**config.mk**
```make
export PLATFORM = sky130hd
export DESIGN_NAME = controlador_engarrafamento
export DESIGN_NICKNAME = d
export VERILOG_FILES = /design/src/rtl/controlador_engarrafamento.sv
export SDC_FILE = /design/constraint.sdc
export NUM_CORES = 1
export LEC_CHECK = 0
export BUFFER_PORTS_ARGS = -buffer_cell sky130_fd_sc_hd__clkbuf_2
export CAP_MARGIN = 5
export CORE_MARGIN = 5
export CORE_UTILIZATION = 57
export CTS_BUF_LIST = sky130_fd_sc_hd__clkbuf_4
export DETAILED_ROUTE_END_ITERATION = 8
export PLACE_DENSITY_LB_ADDON = 0.05
export SYNTH_ARGS = -nofsm -noshare
export SYNTH_HDL_FRONTEND = slang
export SYNTH_SLANG_ARGS = --single-unit
export TNS_END_PERCENT = 30
```
**constraint.sdc**
```tcl
create_clock -name clock -period 2.9 [get_ports clock]
set_clock_uncertainty 0.15 [all_clocks]
set_input_delay 0.145 -clock clock [delete_from_list [all_inputs] [get_ports clock]]
set_output_delay 0.145 -clock clock [all_outputs]
set_load 0.01 [all_outputs]
```
**src/rtl/controlador_engarrafamento.sv**
```systemverilog
// Bottling line sequencer: steps each bottle through advance, fill, cap and
// inspect, drives the conveyor, fill valve, capper and alarm, and keeps the
// cork stock plus the good-bottle / dozen / lot counters.
module controlador_engarrafamento #(
    parameter int TIMEOUT_CYCLES = 255,
    parameter int CORK_MAX       = 99
) (
    input  logic       clock,
    input  logic       reset,
    input  logic       start_pulse,
    input  logic       cork_add,
    input  logic       PG,
    input  logic       CH,
    input  logic       RO,
    input  logic       CQ,
    output logic       MOTOR,
    output logic       EV,
    output logic       VE,
    output logic       ALARME,
    output logic       running,
    output logic [2:0] estado,
    output logic [6:0] rolhas,
    output logic [3:0] garrafas,
    output logic [3:0] duzias,
    output logic       lote_ok
);

    // Watchdog only has to reach TIMEOUT_CYCLES-1 before the state is left.
    localparam int WD_W = (TIMEOUT_CYCLES > 2) ? $clog2(TIMEOUT_CYCLES) : 1;

    localparam logic [WD_W-1:0] WD_LIMIT  = WD_W'(TIMEOUT_CYCLES - 1);
    localparam logic [6:0]      CORK_FULL = 7'(CORK_MAX);

    typedef enum logic [2:0] {
        S_IDLE    = 3'd0,
        S_ADVANCE = 3'd1,
        S_FILL    = 3'd2,
        S_CAP     = 3'd3,
        S_INSPECT = 3'd4,
        S_FAULT   = 3'd7
    } state_t;

    state_t          state_q, state_d;
    logic            running_q, running_d;
    logic [6:0]      rolhas_q, rolhas_d;
    logic [3:0]      garrafas_q, garrafas_d;
    logic [3:0]      duzias_q, duzias_d;
    logic            lote_ok_q, lote_ok_d;
    logic [WD_W-1:0] wd_q, wd_d;
    logic            motor_q, ev_q, ve_q, alarme_q;

    logic            timedState;
    logic            wdExpired;
    logic            consume;
    logic            goodBottle;

    assign wdExpired  = (wd_q == WD_LIMIT);
    assign consume    = (state_q == S_CAP) && RO;
    assign goodBottle = (state_q == S_INSPECT) && !CQ;

    // Next-state decision: each timed phase leaves on its sensor, and the
    // watchdog only forces FAULT when the sensor is still low at the limit.
    always_comb begin
        state_d    = state_q;
        timedState = 1'b0;
        case (state_q)
            S_IDLE: begin
                if (running_q) begin
                    state_d = (rolhas_q != 7'd0) ? S_ADVANCE : S_FAULT;
                end
            end
            S_ADVANCE: begin
                timedState = 1'b1;
                if (PG) begin
                    state_d = S_FILL;
                end else if (wdExpired) begin
                    state_d = S_FAULT;
                end
            end
            S_FILL: begin
                timedState = 1'b1;
                if (CH) begin
                    state_d = S_CAP;
                end else if (wdExpired) begin
                    state_d = S_FAULT;
                end
            end
            S_CAP: begin
                timedState = 1'b1;
                if (RO) begin
                    state_d = S_INSPECT;
                end else if (wdExpired) begin
                    state_d = S_FAULT;
                end
            end
            S_INSPECT: begin
                if (!running_q) begin
                    state_d = S_IDLE;
                end else if (rolhas_q != 7'd0) begin
                    state_d = S_ADVANCE;
                end else begin
                    state_d = S_FAULT;
                end
            end
            S_FAULT: begin
                if (start_pulse) begin
                    state_d = S_IDLE;
                end
            end
            default: begin
                state_d = S_IDLE;
            end
        endcase
    end

    // Run flag: start toggles it, except in FAULT where start acknowledges
    // the fault and leaves the line stopped.
    always_comb begin
        running_d = running_q;
        if (state_q == S_FAULT) begin
            if (start_pulse) begin
                running_d = 1'b0;
            end
        end else if (start_pulse) begin
            running_d = ~running_q;
        end
    end

    // Watchdog restarts on every state change and only runs in timed phases.
    always_comb begin
        wd_d = '0;
        if ((state_d == state_q) && timedState) begin
            wd_d = wd_q + WD_W'(1);
        end
    end

    // Cork stock: a simultaneous add and consume cancel out; adds saturate.
    always_comb begin
        rolhas_d = rolhas_q;
        if (cork_add && consume) begin
            rolhas_d = rolhas_q;
        end else if (cork_add && (rolhas_q != CORK_FULL)) begin
            rolhas_d = rolhas_q + 7'd1;
        end else if (consume) begin
            rolhas_d = rolhas_q - 7'd1;
        end
    end

    // Good bottles roll into dozens, dozens roll into a completed lot.
    always_comb begin
        garrafas_d = garrafas_q;
        duzias_d   = duzias_q;
        lote_ok_d  = 1'b0;
        if (goodBottle) begin
            if (garrafas_q == 4'd11) begin
                garrafas_d = 4'd0;
                if (duzias_q == 4'd9) begin
                    duzias_d  = 4'd0;
                    lote_ok_d = 1'b1;
                end else begin
                    duzias_d = duzias_q + 4'd1;
                end
            end else begin
                garrafas_d = garrafas_q + 4'd1;
            end
        end
    end

    // State, counters and actuator registers; actuators are decoded from the
    // upcoming state so they always match the state register.
    always_ff @(posedge clock or negedge reset) begin
        if (!reset) begin
            state_q    <= S_IDLE;
            running_q  <= 1'b0;
            rolhas_q   <= 7'd0;
            garrafas_q <= 4'd0;
            duzias_q   <= 4'd0;
            lote_ok_q  <= 1'b0;
            wd_q       <= '0;
            motor_q    <= 1'b0;
            ev_q       <= 1'b0;
            ve_q       <= 1'b0;
            alarme_q   <= 1'b0;
        end else begin
            state_q    <= state_d;
            running_q  <= running_d;
            rolhas_q   <= rolhas_d;
            garrafas_q <= garrafas_d;
            duzias_q   <= duzias_d;
            lote_ok_q  <= lote_ok_d;
            wd_q       <= wd_d;
            motor_q    <= (state_d == S_ADVANCE);
            ev_q       <= (state_d == S_FILL);
            ve_q       <= (state_d == S_CAP);
            alarme_q   <= (state_d == S_FAULT);
        end
    end

    assign MOTOR    = motor_q;
    assign EV       = ev_q;
    assign VE       = ve_q;
    assign ALARME   = alarme_q;
    assign running  = running_q;
    assign estado   = state_q;
    assign rolhas   = rolhas_q;
    assign garrafas = garrafas_q;
    assign duzias   = duzias_q;
    assign lote_ok  = lote_ok_q;

endmodule
```
==> flow_metrics.tcl <==
set metrics [dict create \
    tightest_slew_ps 797 \
    seq_area_um2 801 \
    synth.distinct_cells 42 \
    slew_headroom_pct 46.4 \
    port_buffers 31 \
    row_count 20 \
    pwr-share-clk_pct 18.7 \
    vdd_ir_drop_max_mv 0.490 \
    grt_pass1_vias 1390 \
    cts_htree_levels 2 \
    rr_endpoint "rolhas[6]" \
    setup_ws_ps 209 \
    cp_max_fo 6 \
    seq_area_frac_synth_pct 46.3 \
    synth_top_area_cell "dfrtp_1" \
    multi_input_area_um2 873 \
    p_total_uw 1860 \
    slowest_stage "dfrtp_1" \
    fin_tns_setup_ps 0 \
    hp-start "CQ" \
    area_delta_synth_final_pct 15.6 \
    holdPathEnd "duzias[0]" \
    overflow 0 \
    p_sw_share_pct 38.6 \
    cp-end-kind "register" \
    cts_root_buf "clkbuf_4" \
    critPathLaunchType "register" \
    grt_pass1_wl_um 5920 \
    post-cts-setup-buffers 0 \
    path_buf_inv 0 \
    start_util_pct 58.0 \
    grt_usage_pct 18.2 \
    synth-seq-cells 32 \
    hpwl_um 2540 \
    antenna_cells 0 \
    clkLatencyLatePin_ps 340 \
    whs_path_depth 3 \
    p_int_uw 1140 \
    die_y_um 65.1 \
    synth_area_leaders "dfrtp_1 (46%), ha_1 (5.8%), mux2_2 (5.2%)" \
    min_period_ps 2690 \
    max_cap_violations 0 \
    power.switching_uw 716 \
    status "complete, no violations" \
    r2r_setup_slack_ps 210 \
    first_pass_iters 4 \
    setup_viol 0 \
    final_cell_mix "dfrtp_1 (32), clkbuf_2 (31), nand2_1 (17)" \
    post-place-ws_ps 277 \
    drive_gt1_share_pct 24.4 \
    drc 0 \
    yosysWarnings 0 \
    max_stage_delay_ps 420 \
    final.period_utilization_pct 92.8 \
    cts_tree "yes" \
    layout.nets 221 \
    cts_buffers 5 \
    rsz0062_at_grt "no" \
    clkTransAtPathRegs_ps 110 \
    final_common_cell "dfrtp_1" \
    cp_top_family "simple AND/OR/NAND/NOR gates" \
    async_flop_share_pct 100 \
    cp_cell_sequence "nor3_1, nand2_1, nand2_1, ha_1, a211oi_1, o21ai_0, o21ai_0, mux2_2, mux2i_1" \
    core_mm2 0.00298 \
    wire_per_inst_um 14.6 \
    max_freq_mhz 372 \
    postPlaceCellArea_mm2 0.00190 \
    vias 1346 \
    die_area_mm2 0.00423 \
    final_area_mm2 0.00200 \
    ant_nets 0 \
    drv_slew 0 \
    grt_max_degree 33 \
    drt_wl_total_um 3480 \
    finalHoldViolCount 0 \
    syn_avg_cell_area_um2 10.3 \
    synth_top_area_share_pct 46.3 \
    p_per_area_mw_per_mm2 930 \
    combPwrFrac_pct 41.9 \
    r2r_start "rolhas[2]" \
    min_path_type "input port to register" \
    die_w_um 65.1 \
    cp.arrival_ps 2800 \
    cp.required_ps 3010 \
    reg2reg_depth 9 \
    grt_antenna_before_repair 0 \
    clock_sinks 32 \
    synth_edf_count 0 \
    pin_count 32 \
    netlist_instances 167 \
    routabilityCongestion 0.901 \
    vias_per_cell 5.66 \
    syn_nets 184 \
    cts_buffer_depth 2 \
    drtIter0Drc 48 \
    power_frac_seq_pct 39.3 \
    ys.flop_type "dfrtp_1" \
    syn_area_mm2 0.00173 \
    fin_util_pct 67.1 \
    total_leakage_power_uw 0.000963 \
    path_class "register to register" \
    fillers 250 \
]
==> cell families (layout without fill, tap and decap cells) <==
logic type / count (synthesis) / count (layout) / synth area share, %
muxes: 11 / 11 / 7.24
DFF: 32 / 32 / 46.3
xor gates and xnor gates: 13 / 13 / 6.59
buffers and inverters: 10 / 48 / 3.11
AOI/OAI and AO/OA: 31 / 31 / 11.9
adders and majority gates: 9 / 9 / 6.95
and+or+nand+nor: 61 / 61 / 17.8
==> registers in the layout (all words and copies together) (netlist names) <==
signal and count:
EV 1, wd_q 8, duzias 4, garrafas 4
running 1, ALARME 1, lote_ok 1, rolhas 7
estado 3, VE 1, MOTOR 1
==> per-stage QoR <==
stage | hold slack, ps | cells
6_report | 20.7 | 238
3_3_place_gp | 104 | 228
5_1_grt | 15.7 | 238
2_1_floorplan | -301 | 167
3_5_place_dp | 111 | 228
4_1_cts | 22.1 | 238
==> tightest hold or removal path: stages <==
cell      delay (ps)
clkbuf_2         100
nor4b_1           80
xor2_1           150
==> cell usage after synthesis (2+ instances only) <==
master and number:
a211oi_1 2, a21o_1 2, a21oi_1 4, a22o_1 2, and4_1 2, buf_6 2, dfrtp_1 32, ha_1 8
inv_1 7, mux2_2 8, mux2i_1 2, nand2_1 17, nand2b_1 2, nand3_1 9, nand4_1 3, nor2_1 14
nor2b_1 2, nor3_1 2, nor4_1 2, o21ai_0 12, xnor2_1 5, xor2_1 8
==> power groups by stage <==
stage | registers, µW | logic (µW) | clock network [µW]
2_1_floorplan | 744 | 553 | 0
3_3_place_gp | 729 | 761 | 0
3_5_place_dp | 736 | 781 | 0
4_1_cts | 729 | 789 | 352
5_1_grt | 756 | 866 | 377
6_report | 730 | 778 | 348
==> how the worst max path moves through the flow <==
stage | slack [ps] | cells after the start | endpoint | start
after global placement | 370 | 9 | rolhas[6] | rolhas[0]
after CTS | 210 | 9 | rolhas[6] | rolhas[2]
after floorplan | 470 | 9 | rolhas[6] | rolhas[0]
after detailed placement | 280 | 9 | rolhas[5] | rolhas[2]
after global routing | 40 | 9 | rolhas[6] | rolhas[2]
final | 210 | 9 | rolhas[6] | rolhas[2]
==> layer usage <==
| metal | track usage, % | wire length (µm) |
|---|---|---|
| met1 | 21.4 | 1550 |
| met2 | 31.2 | 1720 |
| met3 | 5.03 | 153 |
| met4 | 7.25 | 51 |
| met5 | 0 | 0 |
==> what timing repair did <==
action	4_1_cts	5_1_grt
hold buffers	2	0
resized for setup	0	0
endpoints found under the hold margin	33	0
==> area by class of cell <==
class | count | share of cell area (%)
clock buffers | 6 | 2.26
clock inverters | 2 | 1.75
inverters | 7 | 1.32
multi-input cells | 125 | 43.7
flip-flops and latches | 32 | 40.1
well taps | 33 | 2.07
repair buffers | 33 | 8.77
Power figures use the tool's default switching activity.
